<file path="src/rtl/mpu_fetch.sv">
// MPU instruction fetch stage: keeps at most one instruction-memory read in flight and
// buffers the returned words in a 2-entry prefetch FIFO for decode/execute.
module mpu_fetch #(
    parameter int addr_width = 10,
    parameter int mem_size   = 1024
) (
    input  logic                  mpu_clk,
    input  logic                  sys_rst_n,
    input  logic                  mpu_en,
    input  logic                  mpu_rst,
    output logic                  imem_req,
    output logic [addr_width-1:0] imem_addr,
    input  logic                  imem_ack,
    input  logic [31:0]           imem_data,
    output logic                  ins_valid,
    output logic [31:0]           ins_data,
    output logic [addr_width-1:0] ins_addr,
    input  logic                  ins_ready,
    input  logic                  jmp_en,
    input  logic [addr_width-1:0] jmp_addr,
    output logic                  error
);

    logic [addr_width-1:0] fpc;
    logic [addr_width-1:0] next_pc;
    logic [31:0]           fifo_data [2];
    logic [addr_width-1:0] fifo_addr [2];
    logic                  rd_ptr;
    logic                  wr_ptr;
    logic [1:0]            count;
    logic                  discard;
    logic                  complete;
    logic                  jump;
    logic                  push;
    logic                  pop;
    logic [2:0]            occupancy;
    logic                  room;
    logic                  want;
    logic                  in_range;
    logic                  issue;

    assign complete  = imem_req & imem_ack;
    assign jump      = mpu_en & jmp_en & ~mpu_rst;
    assign push      = complete & ~discard & ~jump & ~mpu_rst;
    assign ins_valid = (count != 2'd0) & mpu_en;
    assign pop       = ins_valid & ins_ready & ~jump & ~mpu_rst;
    assign wr_ptr    = rd_ptr ^ count[0];
    assign ins_data  = fifo_data[rd_ptr];
    assign ins_addr  = fifo_addr[rd_ptr];

    // A response landing this cycle already names the next address, so the
    // following request can go out back-to-back without waiting for fpc.
    assign next_pc   = (complete & ~discard) ? imem_addr + addr_width'(1) : fpc;
    assign occupancy = {1'b0, count} + {2'b00, imem_req} - {2'b00, pop};
    assign room      = occupancy < 3'd2;
    assign want      = mpu_en & ~error & ~mpu_rst & ~jump & (~imem_req | complete) & room;
    assign in_range  = 32'(next_pc) < 32'(mem_size);
    assign issue     = want & in_range;

    always_ff @(posedge mpu_clk or negedge sys_rst_n) begin
        if (!sys_rst_n) begin
            fpc       <= '0;
            rd_ptr    <= 1'b0;
            count     <= 2'd0;
            discard   <= 1'b0;
            error     <= 1'b0;
            imem_req  <= 1'b0;
            imem_addr <= '0;
            for (int i = 0; i < 2; i++) begin
                fifo_data[i] <= '0;
                fifo_addr[i] <= '0;
            end
        end else begin
            if (complete) begin
                discard <= 1'b0;
            end
            if (mpu_rst | jump) begin
                count <= 2'd0;
                fpc   <= mpu_rst ? '0 : jmp_addr;
                // The in-flight request cannot be withdrawn, so its answer is dropped later
                if (imem_req & ~imem_ack) begin
                    discard <= 1'b1;
                end
                if (mpu_rst) begin
                    error <= 1'b0;
                end
            end else begin
                if (push) begin
                    fifo_data[wr_ptr] <= imem_data;
                    fifo_addr[wr_ptr] <= imem_addr;
                    fpc               <= next_pc;
                end
                if (pop) begin
                    rd_ptr <= ~rd_ptr;
                end
                if (push & ~pop) begin
                    count <= count + 2'd1;
                end else if (pop & ~push) begin
                    count <= count - 2'd1;
                end
                if (want & ~in_range) begin
                    error <= 1'b1;
                end
            end
            imem_req <= issue | (imem_req & ~imem_ack);
            if (issue) begin
                imem_addr <= next_pc;
            end
        end
    end

endmodule

</file>
<file path="config.mk">
export PLATFORM = sky130hd
export DESIGN_NAME = mpu_fetch
export DESIGN_NICKNAME = d
export VERILOG_FILES = /design/src/rtl/mpu_fetch.sv
export SDC_FILE = /design/constraint.sdc
export NUM_CORES = 1
export LEC_CHECK = 0
export BUFFER_PORTS_ARGS = -buffer_cell sky130_fd_sc_hd__buf_4
export CAP_MARGIN = 20
export CORE_ASPECT_RATIO = 1.4
export CORE_MARGIN = 3
export CORE_UTILIZATION = 49
export DETAILED_ROUTE_END_ITERATION = 8
export PLACE_DENSITY = 0.79
export RECOVER_POWER = 50
export SLEW_MARGIN = 15
export SYNTH_ARGS = -nofsm -noshare
export SYNTH_HDL_FRONTEND = slang
export SYNTH_SLANG_ARGS = --single-unit
</file>
<file path="constraint.sdc">
create_clock -name mpu_clk -period 2.95 [get_ports mpu_clk]
set_input_delay 0.885 -clock mpu_clk [delete_from_list [all_inputs] [get_ports mpu_clk]]
set_output_delay 0.885 -clock mpu_clk [all_outputs]
set_load 0.03 [all_outputs]
</file>
* After elaboration in Yosys (flattened, before gate mapping)
Index checks and enable logic that the tools add are counted.
** Operators by class
- Magnitude comparators :: 4
- Bitwise logic cells :: 32
- Add/subtract/negate cells :: 5
- Reduce and logical (&&, ||, !) cells :: 6
- Mux-type cells :: 22
** Operators by type and width (count)
- $mux 32 :: 4
- $mux 10 :: 8
- $bwmux 64 :: 1
- $demux 32 s1 :: 1
- $bwmux 20 :: 1
- $and 1x1->1 :: 17
- $add 10x1->10 const B :: 1
- $demux 10 s1 :: 1
- $not 1->1 :: 9
- $mux 2 :: 3
- $ge 2x2->1 const B :: 2
- $not 1->2 :: 2
- $reduce_and 2->1 :: 2
- $reduce_bool 2->1 :: 2
- $add 2x1->3 :: 1
- $lt 3x2->1 const B :: 1
- $mux 1 :: 3
- $or 1x1->1 :: 3
- $reduce_bool 3->1 :: 1
- $sub 3x1->3 :: 1
- $add 2x1->2 const B :: 1
- $lt 2x1->1 const B :: 1
- $sub 2x1->2 const B :: 1
- $logic_and 1x1->1 :: 1
- $xor 1x1->1 :: 1
** Word-level totals
- Bits in registers :: 109
- Logic and storage cells :: 79
- Output and inout port bits :: 55

* Longest topological paths before layout
Gate-level depths: netlist of the first run.
- Word-level depth :: 10
- Mapped depth :: 13

* Least setup slack after synthesis of the first run
No wires, ideal clock.
- Path kind :: input port to flip-flop
- Start point :: in mpu_en
- End point :: reg imem_addr[0]
- Path slack :: -0.519 ns
- Stages :: 12
- Required time :: 2.810 ns
- Setup time :: 0.140 ns
- Arrival :: 3.330 ns
- Path buffers :: 2
- Path through :: o21a_1 -> nand2_1 -> nor2_1 -> ha_1 -> nand2b_1 -> fa_1 -> xor2_1 -> or4_4 -> buf_6 -> buf_8 -> o21ai_1 -> o31ai_2
** Between the ends
- Longest elaborated chain between the ends :: 8
** RTL lines
- start, declared :: line 9 : input logic mpu_en,
- $and 1x1->1 (2 in series) :: line 43 : assign jump = mpu_en & jmp_en & ~mpu_rst;
- $not 1->1 :: line 46, 56
- $and 1x1->1 (2 in series) :: line 46 : assign pop = ins_valid & ins_ready & ~jump & ~mpu_rst;
- $sub 3x1->3 :: line 54 : assign occupancy = {1'b0, count} + {2'b00, imem_req} - {2'b00, pop};
- $lt 3x2->1 :: line 55 : assign room = occupancy < 3'd2;
- $and 1x1->1 * :: line 56 : assign want = mpu_en & ~error & ~mpu_rst & ~jump & (~imem_req | complete) & room;
- end signal, assigned :: line 107 : imem_addr <= next_pc;
- end, declared :: line 12 : output logic [addr_width-1:0] imem_addr,
Mark *: on every way between the ends. The rest lies on a longest branch, timed or not.
A chain may end at the register's enable or synchronous reset.

* Worst setup path in the final report of the first run
- Start point :: in mpu_en
- End point :: reg imem_addr[5]
Same word-level chain as after synthesis.

==> impl_metrics.yaml, run 1 <==
status:
  status: "finished clean"
synth:
  yosys.area.top_type_share: 0.546
  synthArstFlopShare: 1.00
  synth-edff-count: 0
  yosys-top-cells-area: "dfrtp_1 55%, mux2_2 29%, nand2_1 1.1%, o21ai_0 0.90%, nor2_1 0.90%"
  synthFlopType: "dfrtp_1"
  seq_area_frac_synth: 0.546
  synth_fp_nets: 420
  synth_area_leader_cell: "dfrtp_1"
  synth_seq_cells: 109
  yosys_warnings: 0
  syn_inst: 368
  avgSynthCellArea_um2: 13.6
  syn_area_um2: 5000
  synth.distinct_cells: 48
routing:
  vias_per_cell: 5.51
  vias: 3384
  drt_wl_total_um: 10600
  ant_nets: 0
  drc: 0
  initialDrtViolationCount: 108
  wl_per_cell_um: 17.3
  firstDrtPassIters: 4
floorplan:
  start_util: 0.502
  num_io_pins: 104
  core_area_um2: 9950
  die_area_um2: 11500
  die_x_um: 91.4
  fp.dieH_um: 125
  num_rows: 43
final_layout:
  finalNetCount: 526
  final_cell_mix: "130 x mux2_2, 111 x buf_4, 108 x dfrtp_1, 14 x nand2_1, 11 x nor2_1"
  area_growth_pct: 24.7
  fillers: 773
  finish.utilization: 0.626
  drive_gt1_frac: 0.570
  diodes: 0
  final_cell_area_um2: 6230
  multi_input_area_um2: 2170
  seq_area_um2: 2730
  layout_commonest_cell: "mux2_2"
place:
  hpwl_um: 7520
  gp_congestion: 0.789
  post-place-ws_ns: -0.316
  io_buffers: 102
  placed_area_um2: 6010
global_routing:
  grt_pass1_wl_um: 17400
  grt-busiest-layer: "met2"
  grt_usage: 0.192
  grt_use_met1: 0.222
  grt_use_met2: 0.345
  gr-total-overflow: 0
  grtUsageMet3: 0.0451
  grt_max_degree: 58
  antenna_found_initial: 0
  first_global_vias: 3589
worst_setup_path:
  ff2ff_setup_slack_ns: 0.14
  critPathMaxFanout: 17
  worstRegToRegCells: 9
  crit_type: "in -> reg"
  slowest_delay_ns: 0.54
  crit_slowest_cell: "or4_4"
  cp.required_ns: 3.17
  cp-start-kind: "input pin"
  arrival_ns: 3.14
  r2r-start: "count[1]"
  worstSetupEndpointType: "register"
  crit_chain: "buf_4 -> a21o_1 -> nor2_4 -> ha_1 -> nand2b_4 -> fa_2 -> nand2_1 -> or4_4 -> mux2_2"
  r2r-end: "imem_addr[5]"
clocking:
  ctsHtreeMaxLevel: 3
  cts_resized: 0
  clk_latency_ns: 0.34
  clockRootBuffer: "clkbuf_16"
  clock_path_buffers: 2
  cts_tree: "done"
  clk_pin_slew_ns: 0.06
  cts-buffers-inserted: 9
  clock-sinks: 109
power:
  power.clock.fraction: 0.195
  leakage_nw: 3.08
  switching_power_mw: 2.02
  swShare: 0.355
  p_int_mw: 3.66
  combPwrFrac: 0.416
  ir_drop_mv: 0.365
  seqPwrFrac: 0.390
  power-per-cell-area_nw_per_um2: 911
sta:
  fmax_ghz: 0.343
  finalCriticalPeriod_ns: 2.92
  maxSlewHeadroom: 0.0490
  setup_slack_ns: 0.0318
  finalCritPeriodShare: 0.989
  hold_viol: 0
  drv_slew: 0
  worstMarginPinSlew_ns: 1.43
  rsz0062_at_grt: "yes"
  finalSetupViolations: 0
  tns_ns: 0
  worst_clock_skew_ns: 0.00551
min_path:
  hp-class: "reg -> reg"
  hold_start: "fifo_addr[1]"
  min_to: "fifo_addr[1]"
  hold_depth: 1
flow_run:
  drv_cap: 0
Yosys cell counts, types with 2 or more instances:
cell / number
ha_1: 2
nor3_1: 4
nor2_1: 12
a21oi_1: 8
xor2_1: 3
and2_1: 2
nand3_1: 3
dfrtp_1: 109
or3_1: 2
clkbuf_1: 11
buf_2: 7
o21ai_0: 9
nand2_1: 15
mux2_2: 130
a211oi_1: 4
o31ai_2: 2
a22o_1: 5
and4_1: 5
and3_1: 2
buf_6: 2
xnor2_1: 3
buf_1: 2
state kept, by name, indices dropped and copies added, names as in the netlist:
| name | count |
|---|---|
| fifo_addr | 20 |
| fpc | 10 |
| imem_addr | 10 |
| rd_ptr | 1 |
| count | 2 |
| imem_req | 1 |
| fifo_data | 64 |
| discard | 1 |
critical path: cells and delay by family:
family / cells / cell delay [ns]
multiplexers: 1 / 0.32
AND/OR/NAND/NOR: 4 / 0.83
AO/OA/AOI/OAI: 1 / 0.21
buffers and inverters: 1 / 0.13
adder cells (fa/ha/maj): 2 / 0.76
final cells by class:
class,count,area share
well taps,135,0.0271
repair buffers,119,0.142
inverters,1,0.000602
clock buffers,15,0.0430
flip-flops and latches,109,0.438
clock inverters,1,0.000803
multi-input cells,234,0.349
power by group through the flow:
stage | combinational, mW | clock [mW] | sequential (mW)
6_report | 2.36 | 1.10 | 2.21
5_1_grt | 2.50 | 1.21 | 2.28
4_1_cts | 2.40 | 1.13 | 2.22
3_5_place_dp | 2.39 | 0 | 2.24
3_3_place_gp | 2.35 | 0 | 2.20
2_1_floorplan | 1.59 | 0 | 2.17
routing by layer:
metal | part of all wire | wire [um]
met1 | 0.39 | 4190
met2 | 0.54 | 5790
met3 | 0.044 | 464
met4 | 0.017 | 183
met5 | 0 | 0
worst max-delay path by stage:
stage               slack, ns           end  cells after the start  startpoint
finish                   0.03  imem_addr[5]                      9      mpu_en
global route            -0.03  imem_addr[5]                      9      mpu_en
CTS                      0.05  imem_addr[5]                      9      mpu_en
detailed placement      -0.32  imem_addr[5]                      9      mpu_en
global placement        -0.25  imem_addr[6]                      9      mpu_en
floorplan               -0.23  imem_addr[0]                     12      mpu_en
metrics by stage:
step	std cells	hold WS, ns	total power [mW]
floorplan	368	0.474	3.76
global placement	598	0.481	4.55
detailed placement	598	0.487	4.64
CTS	614	0.502	5.75
global route	614	0.509	5.98
finish	614	0.500	5.68
repair_timing:
item,4_1_cts,5_1_grt
setup endpoints to repair,0,5
hold buffers,0,0
hold endpoints to repair,0,0
buffers inserted,0,0
kinds of logic after synthesis:
| family | count (synthesis) | synth area share |
|---|---|---|
| DFF | 109 | 0.546 |
| muxes | 131 | 0.295 |
| xor gates and xnor gates | 6 | 0.0105 |
| other | 1 | 0.000750 |
| AOI/OAI and AO/OA | 40 | 0.0556 |
| buffers and inverters | 25 | 0.0265 |
| and+or+nand+nor | 53 | 0.0568 |
| adders and majority gates | 3 | 0.00901 |
(Power assumes the default switching activity.)
==> inputs of run 2 (changes only) <==
--- a/config.mk
+++ b/config.mk
@@ -9,9 +9,11 @@
 export CAP_MARGIN = 20
 export CORE_ASPECT_RATIO = 1.4
 export CORE_MARGIN = 3
-export CORE_UTILIZATION = 49
+export CORE_UTILIZATION = 51
+export CTS_BUF_LIST = sky130_fd_sc_hd__clkbuf_8
 export DETAILED_ROUTE_END_ITERATION = 8
-export PLACE_DENSITY = 0.79
+export MAX_ROUTING_LAYER = met4
+export PLACE_DENSITY = 0.81
 export RECOVER_POWER = 50
 export SLEW_MARGIN = 15
 export SYNTH_ARGS = -nofsm -noshare
==> run 2 against run 1 <==
  * The run now ends with capacitance limit, slew limit left
  * Sequential share of layout area grew 0.89 points
  * Global-route usage increased by 1.5 points
  * Count of clock-buffer cells in the layout shrank 4
  * Final cell count shrank 0.33%
  * Wire length decreased by 0.90%
  * Critical path depth did not move
  * Clock skew is 0.0056 ns higher
  * Largest cell class unchanged
==> impl_metrics.yaml, run 2 (synthesis gave the netlist of run 1 again) <==
global_routing:
  grt_usage: 0.207
  grt_max_degree: 55
  grt_pass1_wl_um: 16900
  first_global_vias: 3516
  antenna_found_initial: 0
  gr-total-overflow: 0
clocking:
  ctsHtreeMaxLevel: 3
  cts-buffers-inserted: 9
  cts_tree: "done"
  clk_latency_ns: 0.37
  clock_path_buffers: 2
  clk_pin_slew_ns: 0.09
  post_cts_buffers: 0
  cts_resized: 0
  clockRootBuffer: "clkbuf_8"
  clock-sinks: 109
  postCtsHoldBufs: 0
sta:
  finalCriticalPeriod_ns: 2.86
  finalSetupViolations: 0
  hold_viol: 0
  worstMarginPinSlew_ns: 1.84
  maxSlewHeadroom: -0.226
  finalCritPeriodShare: 0.968
  worst_clock_skew_ns: 0.0111
  fmax_ghz: 0.350
  rsz0062_at_grt: "no"
  drv_slew: 33
floorplan:
  core_area_um2: 9510
  die_area_um2: 11000
  die_x_um: 89.7
  num_rows: 42
  num_io_pins: 104
  start_util: 0.525
  fp.dieH_um: 123
final_layout:
  largest_reg_flops: 64
  top_regs: "fifo_data (64), fifo_addr (20)"
  diodes: 0
  layout_commonest_cell: "mux2_2"
  top_register: "fifo_data"
  finalNonFillerCells: 612
  finish.utilization: 0.642
  drive_gt1_frac: 0.548
  area_growth_pct: 22.3
  finalNetCount: 527
  fillers: 748
  final_cell_mix: "130 x mux2_2, 108 x dfrtp_1, 99 x buf_4, 16 x clkbuf_1, 14 x nand2_1"
worst_setup_path:
  cp-start-kind: "input pin"
  worstSetupEndpointType: "register"
  critPathMaxFanout: 17
  arrival_ns: 3.12
  critical-path-top-delay-family: "simple AND/OR/NAND/NOR gates"
  crit_chain: "buf_4 -> a21o_1 -> nor2_4 -> ha_1 -> nand2b_4 -> fa_2 -> nand2_1 -> or4_4 -> mux2_2"
  path_buf_inv: 1
  slowest_delay_ns: 0.54
  crit_type: "in -> reg"
  crit_slowest_cell: "or4_4"
  cp.required_ns: 3.21
place:
  io_buffers: 102
  dp.cells: 596
  hpwl_um: 7460
  gp_congestion: 0.777
routing:
  initialDrtViolationCount: 105
  drc: 0
  vias: 3310
  vias_per_cell: 5.41
  ant_nets: 0
  wl_per_cell_um: 17.2
  firstDrtPassIters: 4
  drt_wl_total_um: 10500
status:
  violations: "capacitance limit, slew limit"
  status: "finished, violations left"
power:
  ir_drop_mv: 0.361
  power-per-cell-area_nw_per_um2: 877
  leakage_nw: 3.00
min_path:
  hp-class: "reg -> reg"
flow_run:
  drv_cap: 1
## run 2: path summary, 6_finish.rpt
kind / to / startpoint / slack (ns) / cells after the start
worst min register to register: fifo_data[33] / fifo_data[33] / 0.51 / 1
min in group asynchronous: fifo_addr[8] / sys_rst_n / 0.99 / 1
max in group asynchronous: fifo_data[27] / sys_rst_n / 0.51 / 2
worst max register to register: imem_addr[8] / count[1] / 0.17 / 9
worst min-delay path: fifo_data[33] / fifo_data[33] / 0.51 / 1
worst max-delay path: imem_addr[8] / mpu_en / 0.09 / 9
## run 2: final cells by class
cell class | instances | area (um^2) | area share
Clock buffer | 11 | 151 | 0.0248
Clock inverter | 5 | 27.5 | 0.00451
Inverter | 1 | 3.75 | 0.000614
Multi-Input combinational cell | 234 | 2170 | 0.356
Sequential cell | 109 | 2730 | 0.447
Tap cell | 132 | 165 | 0.0270
Timing Repair Buffer | 120 | 858 | 0.140
## run 2: metrics by stage
stage                     instance area [um^2]  worst slack (ns)  total power [mW]  hold slack (ns)  TNS [ns]
after floorplan                           5030            -0.233              3.76            0.474     -1.67
after global placement                    6000            -0.248              4.54            0.480     -1.92
after detailed placement                  6000            -0.290              4.63            0.487     -2.43
after CTS                                 6180             0.109              5.45            0.449         0
after global routing                      6110            0.0303              5.65            0.522         0
final                                     6110            0.0946              5.36            0.510         0
## run 2: power breakdown
group	total (mW)	switching, mW	internal, mW
clock	0.824	0.478	0.346
sequential	2.18	0.257	1.92
combinational	2.36	1.27	1.09
## run 2: worst register-to-register path, stage by stage (launching register included)
cell,delay (ns)
dfrtp_1,0.47
o21a_4,0.24
nand2_2,0.09
nor2_4,0.05
ha_1,0.26
nand2b_4,0.14
fa_2,0.52
nand2_1,0.05
or4_4,0.54
mux2_2,0.32
## run 2: per-layer routing
layer,part of all wire,track usage,vias up
met5,0,-,-
met4,0.025,0.0866,0
met3,0.050,0.0467,16
met2,0.54,0.354,81
met1,0.39,0.229,1676
li1,-,-,1537
